--- src/rtl/adc_scan_scheduler.sv ---
// Round-robin scheduler sharing one dual-slope ADC across N_CH mux inputs:
// settle, start, wait with timeout, then hand the count out on valid/ready.
module adc_scan_scheduler #(
   parameter int N_CH        = 4,
   parameter int SEL_W       = 2,
   parameter int CNT_W       = 12,
   parameter int SETTLE_CYC  = 16,
   parameter int TIMEOUT_CYC = 16384
) (
   input  logic             clk,
   input  logic             reset_n,
   input  logic             scan_en,
   input  logic             single_shot,
   input  logic [N_CH-1:0]  ch_mask,
   output logic [SEL_W-1:0] mux_sel,
   output logic             adc_start,
   input  logic             adc_done,
   input  logic [CNT_W-1:0] adc_count,
   output logic             result_valid,
   input  logic             result_ready,
   output logic [CNT_W-1:0] result_data,
   output logic [SEL_W-1:0] result_ch,
   output logic             result_err,
   output logic             busy,
   output logic             scan_done
);

   // state    | meaning
   // S_IDLE   | waiting for scan_en / single_shot with a non-empty mask
   // S_SETTLE | mux_sel driven, counting down the analog settle time
   // S_START  | one-cycle adc_start pulse, timeout counter loaded
   // S_WAIT   | waiting for adc_done or timeout
   // S_OUTPUT | result presented, held until result_ready
   // S_NEXT   | advance to the next enabled channel or close the pass
   typedef enum logic [2:0] {
      S_IDLE, S_SETTLE, S_START, S_WAIT, S_OUTPUT, S_NEXT
   } state_t;

   localparam int TMR_MAX = (TIMEOUT_CYC > SETTLE_CYC) ? TIMEOUT_CYC : SETTLE_CYC;
   localparam int TMR_W   = $clog2(TMR_MAX + 1);
   localparam logic [TMR_W-1:0] SETTLE_LD = TMR_W'(SETTLE_CYC);
   localparam logic [TMR_W-1:0] TMO_LD    = TMR_W'(TIMEOUT_CYC);
   localparam logic [TMR_W-1:0] TMR_ONE   = TMR_W'(1);

   state_t            state, state_nxt;
   logic [TMR_W-1:0]  tmr, tmr_nxt;
   logic [N_CH-1:0]   scan_mask, mask_nxt;
   logic              cont_mode, cont_nxt;
   logic [SEL_W-1:0]  sel_nxt;
   logic [CNT_W-1:0]  data_nxt;
   logic [SEL_W-1:0]  rch_nxt;
   logic              err_nxt;
   logic              nxt_found;
   logic [SEL_W-1:0]  nxt_idx;

   function automatic logic [SEL_W-1:0] lowest_set(input logic [N_CH-1:0] m);
      lowest_set = '0;
      for (int i = N_CH - 1; i >= 0; i--)
         if (m[i]) lowest_set = SEL_W'(i);
   endfunction

   // next enabled channel strictly above the one just converted
   always_comb begin
      nxt_found = 1'b0;
      nxt_idx   = '0;
      for (int i = N_CH - 1; i >= 0; i--) begin
         if (scan_mask[i] && (i > int'(mux_sel))) begin
            nxt_found = 1'b1;
            nxt_idx   = SEL_W'(i);
         end
      end
   end

   always_comb begin
      state_nxt    = state;
      tmr_nxt      = tmr;
      mask_nxt     = scan_mask;
      cont_nxt     = cont_mode;
      sel_nxt      = mux_sel;
      data_nxt     = result_data;
      rch_nxt      = result_ch;
      err_nxt      = result_err;
      adc_start    = 1'b0;
      result_valid = 1'b0;
      scan_done    = 1'b0;
      busy         = (state != S_IDLE);
      case (state)
         S_IDLE: begin
            if ((scan_en || single_shot) && (ch_mask != '0)) begin
               mask_nxt  = ch_mask;
               cont_nxt  = scan_en;
               sel_nxt   = lowest_set(ch_mask);
               tmr_nxt   = SETTLE_LD;
               state_nxt = S_SETTLE;
            end
         end
         S_SETTLE: begin
            if (tmr <= TMR_ONE) state_nxt = S_START;
            else                tmr_nxt   = tmr - TMR_ONE;
         end
         S_START: begin
            adc_start = 1'b1;
            tmr_nxt   = TMO_LD;
            state_nxt = S_WAIT;
         end
         S_WAIT: begin
            if (adc_done) begin
               data_nxt  = adc_count;
               rch_nxt   = mux_sel;
               err_nxt   = 1'b0;
               state_nxt = S_OUTPUT;
            end else if (tmr <= TMR_ONE) begin
               data_nxt  = '0;
               rch_nxt   = mux_sel;
               err_nxt   = 1'b1;
               state_nxt = S_OUTPUT;
            end else begin
               tmr_nxt = tmr - TMR_ONE;
            end
         end
         S_OUTPUT: begin
            result_valid = 1'b1;
            if (result_ready) state_nxt = S_NEXT;
         end
         S_NEXT: begin
            if (nxt_found) begin
               sel_nxt   = nxt_idx;
               tmr_nxt   = SETTLE_LD;
               state_nxt = S_SETTLE;
            end else begin
               scan_done = 1'b1;
               // continuous mode re-samples the mask only at the pass boundary
               if (cont_mode && scan_en && (ch_mask != '0)) begin
                  mask_nxt  = ch_mask;
                  sel_nxt   = lowest_set(ch_mask);
                  tmr_nxt   = SETTLE_LD;
                  state_nxt = S_SETTLE;
               end else begin
                  state_nxt = S_IDLE;
               end
            end
         end
         default: state_nxt = S_IDLE;
      endcase
   end

   always_ff @(posedge clk) begin
      if (!reset_n) begin
         state       <= S_IDLE;
         tmr         <= '0;
         scan_mask   <= '0;
         cont_mode   <= 1'b0;
         mux_sel     <= '0;
         result_data <= '0;
         result_ch   <= '0;
         result_err  <= 1'b0;
      end else begin
         state       <= state_nxt;
         tmr         <= tmr_nxt;
         scan_mask   <= mask_nxt;
         cont_mode   <= cont_nxt;
         mux_sel     <= sel_nxt;
         result_data <= data_nxt;
         result_ch   <= rch_nxt;
         result_err  <= err_nxt;
      end
   end

endmodule

--- config.mk ---
export PLATFORM = sky130hd
export DESIGN_NAME = adc_scan_scheduler
export DESIGN_NICKNAME = d
export VERILOG_FILES = /design/src/rtl/adc_scan_scheduler.sv
export SDC_FILE = /design/constraint.sdc
export NUM_CORES = 1
export LEC_CHECK = 0
export CAP_MARGIN = 20
export CORE_MARGIN = 1
export CORE_UTILIZATION = 50
export CTS_BUF_LIST = sky130_fd_sc_hd__clkbuf_4 sky130_fd_sc_hd__clkbuf_8 sky130_fd_sc_hd__clkbuf_16
export CTS_CLUSTER_DIAMETER = 60
export DETAILED_ROUTE_END_ITERATION = 6
export GPL_TIMING_DRIVEN = 1
export PLACE_DENSITY = 0.84
export SLEW_MARGIN = 20
export SYNTH_ARGS = -nofsm -noshare
export SYNTH_HDL_FRONTEND = slang
export SYNTH_SLANG_ARGS = --single-unit
--- constraint.sdc ---
create_clock -name clk -period 3.15 [get_ports clk]
set_input_delay 0.945 -clock clk [delete_from_list [all_inputs] [get_ports clk]]
set_output_delay 0.945 -clock clk [all_outputs]
set_load 0.02 [all_outputs]
# Yosys cells after proc, flatten, opt, wreduce, memory -nomap -nowiden
# Cells that the tools add are included.
[op_classes] div_mod_pow=0 shifts=0 bitwise_logic=0 n_reduce_logical=19 magnitude_cmp=4 eq_ne=13 mul=0 mux=42 addsub=1
[op_table] operator="$mux W15" n=5
[op_table] operator="$pmux W15 S5" n=1
[op_table] operator="$mux W12" n=2
[op_table] operator="$mux W2" n=12
[op_table] operator="$pmux W3 S6" n=1
[op_table] operator="$le A15 B1 Y1 const B" n=1
[op_table] operator="$mux W3" n=5
[op_table] operator="$sub A15 B1 Y15 const B" n=1
[op_table] operator="$mux W4" n=3
[op_table] operator="$ne A2 B2 Y1 const B" n=6
[op_table] operator="$reduce_and A4 Y1" n=3
[op_table] operator="$mux W1" n=11
[op_table] operator="$pmux W4 S2" n=1
[op_table] operator="$eq A3 B2 Y1 const B" n=2
[op_table] operator="$eq A3 B3 Y1 const B" n=2
[op_table] operator="$logic_and A1 B1 Y1" n=6
[op_table] operator="$ne A3 B3 Y1 const B" n=2
[op_table] operator="$reduce_bool A5 Y1" n=1
[op_table] operator="$gt A2 B2 Y1 const A" n=2
[op_table] operator="$pmux W2 S2" n=1
[op_table] operator="$reduce_and A2 Y1" n=2
[op_table] operator="$reduce_bool A2 Y1" n=2
[op_table] operator="$reduce_bool A4 Y1" n=1
[op_table] operator="$eq A3 B1 Y1 const B" n=1
[op_table] operator="other kinds (5)" n=5
[totals] ff_bits=40 word_cells=87 memories=0 output_inout_bits=21 mem_bits_ro=0 in_bits=22 latch_bits=0 ramBits=0

# Depth between registers and ports, before layout
# Gate-level depths: netlist (run 1).
[depth] ltp_word=7 mapped_depth=9 ltp_nobuf=7

# Worst setup path before layout (run 1)
# OpenSTA, ideal clock, no wires.
[synth_path] kind="in2reg" from="input ch_mask[1]" to="register tmr[0]" path_stages=8 t_required_ps=3035 t_arrival_ps=2693 n_path_buf=2 setup_ps=115 setup_slack_ps=342 path_cell_list="or4_1 and3_1 nor3_1 or3_1 buf_2 buf_4 nor3_1 o21a_1"
[synth_between] elab_chain_cells=4 elab_cells_between_ends=6 classes_between="eq/ne (2); reduce/logical (4)"
[synth_lines] item="start, declared" line_no="14" source="input logic [N_CH-1:0] ch_mask,"
[synth_lines] item="$reduce_bool A4 Y1 *" line_no="89, 133"
[synth_lines] item="$logic_and A1 B1 Y1, on equally long branches" line_no="133, 89"
[synth_lines] item="$ne A3 B3 Y1 (no line) or $ne A2 B2 Y1 (tied branches)"
[synth_lines] item="$reduce_and A4 Y1 (no line) *"
[synth_lines] item="end signal, assigned" line_no="159" source="tmr <= tmr_nxt;"
[synth_lines] item="end, declared" line_no="46" source="logic [TMR_W-1:0] tmr, tmr_nxt;"
# Every way passes the cells marked *; elsewhere a longest branch is shown, timed or not.
# A chain may end at the register's enable or synchronous reset.

# Final worst setup path (run 1)
[layout_path] from="register state[0]" to="output scan_done"
[layout_between] elab_chain_cells=2
[layout_lines] item="start, declared" line_no="45" source="state_t state, state_nxt;"
[layout_lines] item="start signal, assigned" line_no="158" source="state <= state_nxt;"
[layout_lines] item="$eq A3 B3 Y1" line_no="87" source="case (state)"
[layout_lines] item="$mux W1" line_no="87"
[layout_lines] item="end, declared" line_no="25" source="output logic scan_done"
# Every way passes these cells.

==> metrics.yaml, run 1 <==
async_flop_share: 0
grt_pass1_vias: 1695
ys_seq_area_frac: 0.409
clk_latency_ns: 0.30
worstSetupEndpointType: "output pin"
ant_nets: 0
synth_cell_types: 46
postSynthCellCount: 224
antenna_found_initial: 0
grt_max_degree: 15
drc: 0
holdBufCountCts: 0
synthesis.area_mm2: 0.00191
clkTransAtPathRegs_ns: 0.08
fin_crit_ns: 2.96
finalSetupViolations: 0
wl_um: 4450
power.leakage_nw: 0.984
fin_area_mm2: 0.00254
cts_max_path_buffers: 2
die_area_mm2: 0.00407
avgSynthCellArea_um2: 8.52
vdd.ir_drop.worst_uv: 622
rows: 22
worst_path_largest_cell_delay_ns: 0.62
finalHoldViolations: 0
critPathKind: "register to output pin"
powerDensity_mw_per_mm2: 888
rsz0062_at_grt: "false"
relSlewSlack: 0.717
fmax_mhz: 338
hold_ws_ns: 0.473
critical_path.max_fanout: 14
layout_common_cells: "clkdlybuf4s50_1, dfxtp_1, a21oi_1, nor2_1, nand2_1"
avgViaCountPerCell: 5.58
synth_edf_count: 0
synth.ff_latch_count: 39
core_area_mm2: 0.00366
cap_violations: 0
fp.dieH_um: 63.8
path_buf_inv: 1
grt_overflow_total: 0
vias: 1820
grt_pass1_wl_um: 7860
critPathArrivalTime_ns: 2.01
fin_ws_ns: 0.195
status: "complete, no violations"
area_growth_pct: 33.0
drv_slew: 0
port_buffers: 42
ys.warnings.count: 0
cts-root-buf: "clkbuf_8"
drt_iter0_drc: 83
syn_nets: 248
dr.pass1.iters: 4
htree_levels: 2
initial_core_util: 0.521
cts_buffers: 5
wl_per_cell_um: 13.6
placed_area_mm2: 0.00245
worst-endpoint-required_ns: 2.20
pin_count: 43
cts_tree: "done"
cp-start-kind: "register"
finalWeightedCongestion: 0.916
dp_hpwl_um: 3280
crit_chain: "and3b_1 -> nand2_1 -> nor2_1 -> clkdlybuf4s50_1"
period_share: 0.938
finClkSkew_ns: 0.00509
ctsResizeCount: 0
post_cts_buffers: 0
critPathTopFamily: "buffers and inverters"
diodes: 0
final_net_count: 301
layout-drive-gt1-share: 0.112
dp_slack_ns: -0.0242
tightest_slew_ns: 0.421
hold_path_class: "register to register"
final_common_cell: "clkdlybuf4s50_1"
synth_top_flop_cell: "dfxtp_1"
chipWidth_um: 63.8
clock-sinks: 39
crit_path_top_delay_cell: "clkdlybuf4s50_1"
grt.total_usage: 0.242
[sequential cells by signal (all words and copies together) (netlist names)]
name	flops
tmr	15
state	3
mux_sel	2
cont_mode	1
result_ch	2
result_data	12
result_err	1
scan_mask	3
[worst register-to-register path: cells and delay by family, from the launching register on]
| kind | cells | cell delay, ns |
|---|---|---|
| AO/OA/AOI/OAI | 2 | 0.39 |
| AND/OR/NAND/NOR | 4 | 1.65 |
| flip-flops | 1 | 0.35 |
[layer usage]
metal  global-route usage  vias up  wire length, µm
met5                    0        -                0
met4               0.0455        0               23
met3               0.0714        4              244
met2                0.384       50             1980
met1                0.327      834             2200
li1                     -      932                -
[power by group]
part	internal, W	switching, W	total [W]
Combinational	0.000555	0.000661	0.00122
Clock	0.000154	0.000182	0.000336
Sequential	0.000596	0.000106	0.000702
[through the flow]
stage | std cells | util | setup TNS, ns | total power [W]
6_report | 326 | 0.693 | 0 | 0.00225
5_1_grt | 326 | 0.693 | 0 | 0.00244
4_1_cts | 326 | 0.693 | 0 | 0.00225
3_5_place_dp | 318 | 0.669 | -0.0242 | 0.00190
3_3_place_gp | 318 | 0.669 | 0 | 0.00187
2_1_floorplan | 224 | - | 0 | 0.00164
[cell families (layout without fill, tap and decap cells)]
logic type | Yosys count | in the layout | share of synthesized area
and+or+nand+nor | 87 | 87 | 0.249
AOI/OAI and AO/OA | 69 | 69 | 0.241
DFF | 39 | 39 | 0.409
buffers and inverters | 19 | 73 | 0.0479
muxes | 5 | 5 | 0.0262
xor gates and xnor gates | 3 | 3 | 0.0138
adders and majority gates | 2 | 2 | 0.0131
[Yosys cell counts, types with 2 or more instances]
| master | n | area, µm² |
|---|---|---|
| dfxtp_1 | 39 | 781 |
| a21oi_1 | 21 | 105 |
| nor2_1 | 20 | 75.1 |
| nand2_1 | 14 | 52.6 |
| a22o_1 | 12 | 105 |
| nand3_1 | 9 | 45.0 |
| nor3_1 | 9 | 45.0 |
| o21ai_0 | 9 | 45.0 |
| or3_1 | 9 | 56.3 |
| inv_1 | 8 | 30.0 |
| or4_1 | 7 | 52.6 |
| clkbuf_1 | 6 | 22.5 |
| mux2i_1 | 5 | 50.1 |
| o31ai_1 | 5 | 37.5 |
| nor2b_1 | 4 | 25.0 |
| or2_2 | 4 | 25.0 |
| and3_1 | 3 | 18.8 |
| o21a_1 | 3 | 22.5 |
| o21ai_1 | 3 | 15.0 |
| o21bai_1 | 3 | 22.5 |
| xnor2_1 | 3 | 26.3 |
| a211oi_1 | 2 | 15.0 |
| buf_6 | 2 | 22.5 |
| ha_1 | 2 | 25.0 |
[cell type report]
cell class | instances | area (µm²)
fillers | 302 | 1120
clock buffers | 5 | 68.8
clock inverters | 3 | 20.0
inverters | 9 | 33.8
repair buffers | 56 | 538
flip-flops and latches | 39 | 781
multi-input cells | 166 | 1040
well taps | 48 | 60.1
[final timing paths]
path                        startpoint  depth (start not counted)  slack [ns]                           end
max              state[0]$_SDFFE_PN0P_                          4        0.19                     scan_done
max reg2reg        tmr[7]$_SDFFE_PN0P_                          6        0.64  result_data[10]$_SDFFE_PN0P_
min          result_ch[1]$_SDFFE_PN0P_                          2        0.47     result_ch[1]$_SDFFE_PN0P_
min reg2reg  result_ch[1]$_SDFFE_PN0P_                          2        0.47     result_ch[1]$_SDFFE_PN0P_
(Power assumes the default switching activity.)
==> run 2, diff against run 1 <==
- GPL_TIMING_DRIVEN: 1 -> 0
==> metrics.yaml, run 2 (synthesis results as in run 1) <==
chipWidth_um: 63.8  # unchanged
wl_met1_um: 2050  # was 2200 µm
worstSetupEndpointType: "output pin"  # unchanged
power.leakage_nw: 0.943  # was 0.984 nW
cts-root-buf: "clkbuf_8"  # unchanged
layout-drive-gt1-share: 0.0879  # was 0.112
relSlewSlack: 0.676  # was 0.717
initial_core_util: 0.521  # unchanged
rows: 22  # unchanged
crit_chain: "clkbuf_1 -> and3b_1 -> nand2_1 -> nor2_1 -> clkdlybuf4s50_1"  # was and3b_1 -> nand2_1 -> nor2_1 -> clkdlybuf4s50_1
die_area_mm2: 0.00407  # unchanged
antenna_found_initial: 0  # unchanged
drc: 0  # unchanged
cts_buffers: 5  # unchanged
cp-start-kind: "register"  # unchanged
reg_top3: "tmr (15), result_data (12)"  # unchanged
grt_pass1_vias: 1569  # was 1695
vdd.ir_drop.worst_uv: 632  # was 622 µV
hold_ws_ns: 0.476  # was 0.473 ns
finClkSkew_ns: 0.00799  # was 0.00509 ns
final_common_cell: "clkdlybuf4s50_1"  # unchanged
tns_ns: 0  # unchanged
crit_path_top_delay_cell: "clkdlybuf4s50_1"  # unchanged
dp_slack_ns: -0.527  # was -0.0242 ns
diodes: 0  # unchanged
grt_overflow_total: 0  # unchanged
ant_nets: 0  # unchanged
cts_max_path_buffers: 2  # unchanged
dr.pass1.iters: 4  # unchanged
pin_count: 43  # unchanged
placed_area_mm2: 0.00238  # was 0.00245 mm²
avgViaCountPerCell: 5.58  # about the same
layout_common_cells: "clkdlybuf4s50_1, dfxtp_1, a21oi_1, nor2_1, nand2_1"  # unchanged
grt.total_usage: 0.214  # was 0.242
grt_pass1_wl_um: 6800  # was 7860 µm
fin_ws_ns: 0.0648  # was 0.195 ns
grt_max_degree: 13  # was 15
clock-sinks: 39  # unchanged
dr_wl_met3_um: 215  # was 244 µm
top_layer: "met4"  # unchanged
final_net_count: 296  # was 301
powerDensity_mw_per_mm2: 902  # was 888 mW/mm²
drt_iter0_drc: 109  # was 83
fmax_mhz: 324  # was 338 MHz
hold_path_class: "register to register"  # unchanged
finalSetupViolations: 0  # unchanged
core_area_mm2: 0.00366  # unchanged
top_register: "tmr"  # unchanged
period_share: 0.979  # was 0.938
clk_latency_ns: 0.29  # was 0.30 ns
drv_slew: 0  # unchanged
critical_path.max_fanout: 10  # was 14
htree_levels: 2  # unchanged
worst_path_largest_cell_delay_ns: 0.62  # about the same
dp_hpwl_um: 3120  # was 3280 µm
critPathArrivalTime_ns: 2.14  # was 2.01 ns
fin_area_mm2: 0.00249  # was 0.00254 mm²
critPathKind: "register to output pin"  # unchanged
fin_crit_ns: 3.09  # was 2.96 ns
area_growth_pct: 30.3  # was 33.0%
finalHoldViolations: 0  # unchanged
cap_violations: 0  # unchanged
tightest_slew_ns: 0.486  # was 0.421 ns
finalWeightedCongestion: 0.867  # was 0.916
wl_per_cell_um: 13.2  # was 13.6 µm
status: "complete, no violations"  # unchanged
wl_um: 4250  # was 4450 µm
port_buffers: 41  # was 42
cts_tree: "done"  # unchanged
vias: 1790  # was 1820
fp.dieH_um: 63.8  # unchanged
met2_length_um: 1930  # was 1980 µm
post_cts_buffers: 0  # unchanged
clkTransAtPathRegs_ns: 0.08  # about the same
worst-endpoint-required_ns: 2.20  # about the same
largest_register_ffs: 15  # unchanged
run 2: changes by cell type in the layout (fill, tap and decap cells not counted), sizes merged:
| cell | previous run | this run |
|---|---|---|
| clkdlybuf4s50 | 42 | 41 |
| buf | 14 | 4 |
| clkbuf | 5 | 12 |
| clkinvlp | 2 | 1 |
run 2: path summary, 6_finish.rpt:
| check | startpoint | endpoint | slack [ns] | cells after the start |
|---|---|---|---|---|
| max | state[2]$_SDFFE_PN0P_ | scan_done | 0.06 | 5 |
| max reg2reg | tmr[7]$_SDFFE_PN0P_ | tmr[0]$_SDFFE_PN0P_ | 0.54 | 9 |
| min reg2reg | result_ch[0]$_SDFFE_PN0P_ | result_ch[0]$_SDFFE_PN0P_ | 0.48 | 2 |
| min | result_ch[0]$_SDFFE_PN0P_ | result_ch[0]$_SDFFE_PN0P_ | 0.48 | 2 |
run 2: layout make-up:
| cell class | count | area (µm²) |
|---|---|---|
| sequential | 39 | 781 |
| clock buffer | 6 | 76.3 |
| tap | 48 | 60.1 |
| clock inverter | 2 | 12.5 |
| buffer | 10 | 57.6 |
| inverter | 9 | 33.8 |
| fill | 303 | 1170 |
| timing repair buffer | 41 | 410 |
| multi-input combinational | 166 | 1050 |
run 2: per-stage QoR:
stage | util | total power (W) | instances
after floorplan | - | 0.00164 | 224
final | 0.679 | 0.00224 | 321
after detailed placement | 0.650 | 0.00190 | 313
after CTS | 0.676 | 0.00224 | 321
after global placement | 0.650 | 0.00187 | 313
after global routing | 0.679 | 0.00242 | 321
run 2: report_power, final:
part           switching (W)  total [W]  internal (W)
logic               0.000665    0.00122      0.000558
registers          0.0000906   0.000687      0.000596
clock network       0.000169   0.000332      0.000163
total               0.000924    0.00224       0.00132
run 2: critical path, delay by kind of cell (launching register included):
kind,cells,cell delay [ns]
DFF,1,0.32
and+or+nand+nor,3,0.56
buffers and inverters,2,0.97
run 2: layer usage:
metal  track usage  up-vias
met2         0.335       42
met5             0        -
li1              -      919
met1         0.287      822
met4        0.0682        0
met3        0.0518        7
run 2: timing repair:
item                       in CTS  in global routing
setup endpoints to repair      13                 11
hold buffers                    0                  0
resized for setup               2                  2
==> run 3, diff against run 2 <==
- MAX_ROUTING_LAYER: unset -> met4
==> metrics.yaml, run 3 (synthesis results as in run 1) <==
power_switching_w: 0.000924  # about the same
power.leakage_nw: 0.943  # unchanged
dp_slack_ns: -0.527  # unchanged
wl_per_cell_um: 13.2  # about the same
fin_ws_ns: 0.0651  # was 0.0648 ns
avgViaCountPerCell: 5.58  # unchanged
grt_max_degree: 13  # unchanged
hold_path_class: "register to register"  # unchanged
grt_overflow_total: 0  # unchanged
switching_share: 0.412  # about the same
busiest_layer: "met2"  # unchanged
layout_common_cells: "clkdlybuf4s50_1, dfxtp_1, a21oi_1, nor2_1, nand2_1"  # unchanged
diodes: 0  # unchanged
tightest_slew_ns: 0.486  # about the same
critPathKind: "register to output pin"  # unchanged
multiInputGateArea_mm2: 0.00105  # unchanged
fmax_mhz: 324  # about the same
pwr-share-clk: 0.148  # about the same
dp_hpwl_um: 3120  # unchanged
cts_tree: "done"  # unchanged
relSlewSlack: 0.676  # about the same
fill_cells: 303  # unchanged
cts_buffers: 5  # unchanged
dp.cells: 313  # unchanged
chipWidth_um: 63.8  # unchanged
regArea_um2: 781  # unchanged
initial_core_util: 0.521  # unchanged
cp-start-kind: "register"  # unchanged
met2_usage: 0.335  # unchanged
core_area_mm2: 0.00366  # unchanged
cap_violations: 0  # unchanged
cts_max_path_buffers: 2  # unchanged
reg_top3: "tmr (15), result_data (12)"  # unchanged
dr.pass1.iters: 4  # unchanged
htree_levels: 2  # unchanged
post_cts_buffers: 0  # unchanged
powerDensity_mw_per_mm2: 902  # about the same
cts-root-buf: "clkbuf_8"  # unchanged
fin_area_mm2: 0.00249  # unchanged
port_buffers: 41  # unchanged
drc: 0  # unchanged
use_met1: 0.287  # unchanged
clk_latency_ns: 0.29  # about the same
worst-endpoint-required_ns: 2.20  # about the same
worstSetupEndpointType: "output pin"  # unchanged
top_register: "tmr"  # unchanged
rows: 22  # unchanged
vias: 1790  # unchanged
final_net_count: 296  # unchanged
seqPwrFrac: 0.306  # about the same
ant_nets: 0  # unchanged
finalHoldViolations: 0  # unchanged
final_common_cell: "clkdlybuf4s50_1"  # unchanged
drt_iter0_drc: 97  # was 109
vdd.ir_drop.worst_uv: 632  # about the same
final_cells: 321  # unchanged
die_area_mm2: 0.00407  # unchanged
clock-sinks: 39  # unchanged
finalSetupViolations: 0  # unchanged
largest_register_ffs: 15  # unchanged
wl_um: 4240  # was 4250 µm
critPathArrivalTime_ns: 2.14  # about the same
critical_path.max_fanout: 10  # unchanged
placed_area_mm2: 0.00238  # unchanged
holdBufCountCts: 0  # unchanged
pin_count: 43  # unchanged
clkTransAtPathRegs_ns: 0.08  # about the same
hold_ws_ns: 0.476  # unchanged
grt_pass1_vias: 1568  # was 1569
finalWeightedCongestion: 0.881  # was 0.867
grt.total_usage: 0.220  # was 0.214
p_int_w: 0.00132  # unchanged
area_growth_pct: 30.3  # unchanged
period_share: 0.979  # about the same
status: "complete, no violations"  # unchanged
met3_usage: 0.0518  # unchanged
fin_crit_ns: 3.08  # was 3.09 ns
antenna_found_initial: 0  # unchanged
grt_pass1_wl_um: 6800  # about the same
fp.dieH_um: 63.8  # unchanged
drv_slew: 0  # unchanged
finClkSkew_ns: 0.00798  # was 0.00799 ns
p_comb_frac: 0.546  # about the same
layout-drive-gt1-share: 0.0879  # unchanged
==> run 3: what timing repair did <==
action | in CTS | in global routing
pin swaps | 0 | 0
endpoints found under the setup margin | 13 | 11
gates resized for setup | 2 | 2
==> run 3: power by group through the flow <==
| stage | Sequential [W] | Combinational (W) | Clock, W |
|---|---|---|---|
| global route | 0.000702 | 0.00136 | 0.000365 |
| finish | 0.000687 | 0.00122 | 0.000332 |
| detailed placement | 0.000696 | 0.00120 | 0 |
| floorplan | 0.000687 | 0.000953 | 0 |
| global placement | 0.000693 | 0.00118 | 0 |
| CTS | 0.000686 | 0.00122 | 0.000340 |
==> run 3: cell type report <==
class	instances	share of cell area
buffer	10	0.0232
clock buffer	6	0.0307
clock inverter	2	0.00503
inverter	9	0.0136
multi-input combinational	166	0.424
sequential	39	0.314
tap	48	0.0242
timing repair buffer	41	0.165
==> run 3: metrics by stage <==
stage,utilization,total power (W),TNS [ns]
after CTS,0.676,0.00224,0
after floorplan,-,0.00164,0
final,0.679,0.00224,0
after detailed placement,0.650,0.00190,-6.65
after global placement,0.650,0.00187,-6.32
after global routing,0.679,0.00242,-0.0194
==> run 3: routing by layer <==
layer,vias up,part of all wire
met5,-,0
met2,42,0.45
li1,919,-
met3,7,0.049
met1,822,0.48
met4,0,0.013
==> run 3: critical path, stage by stage, from the launching register on <==
cell and delay [ns]:
dfxtp_1 0.32, clkbuf_1 0.35, and3b_1 0.29, nand2_1 0.12, nor2_1 0.15, clkdlybuf4s50_1 0.62
==> run 3: final timing paths <==
path | start | end | slack, ns | cells past startpoint
hold reg to reg | result_ch[0]$_SDFFE_PN0P_ | result_ch[0]$_SDFFE_PN0P_ | 0.48 | 2
setup / recovery | state[2]$_SDFFE_PN0P_ | scan_done | 0.07 | 5
hold / removal | result_ch[0]$_SDFFE_PN0P_ | result_ch[0]$_SDFFE_PN0P_ | 0.48 | 2
setup reg to reg | tmr[7]$_SDFFE_PN0P_ | tmr[0]$_SDFFE_PN0P_ | 0.54 | 9
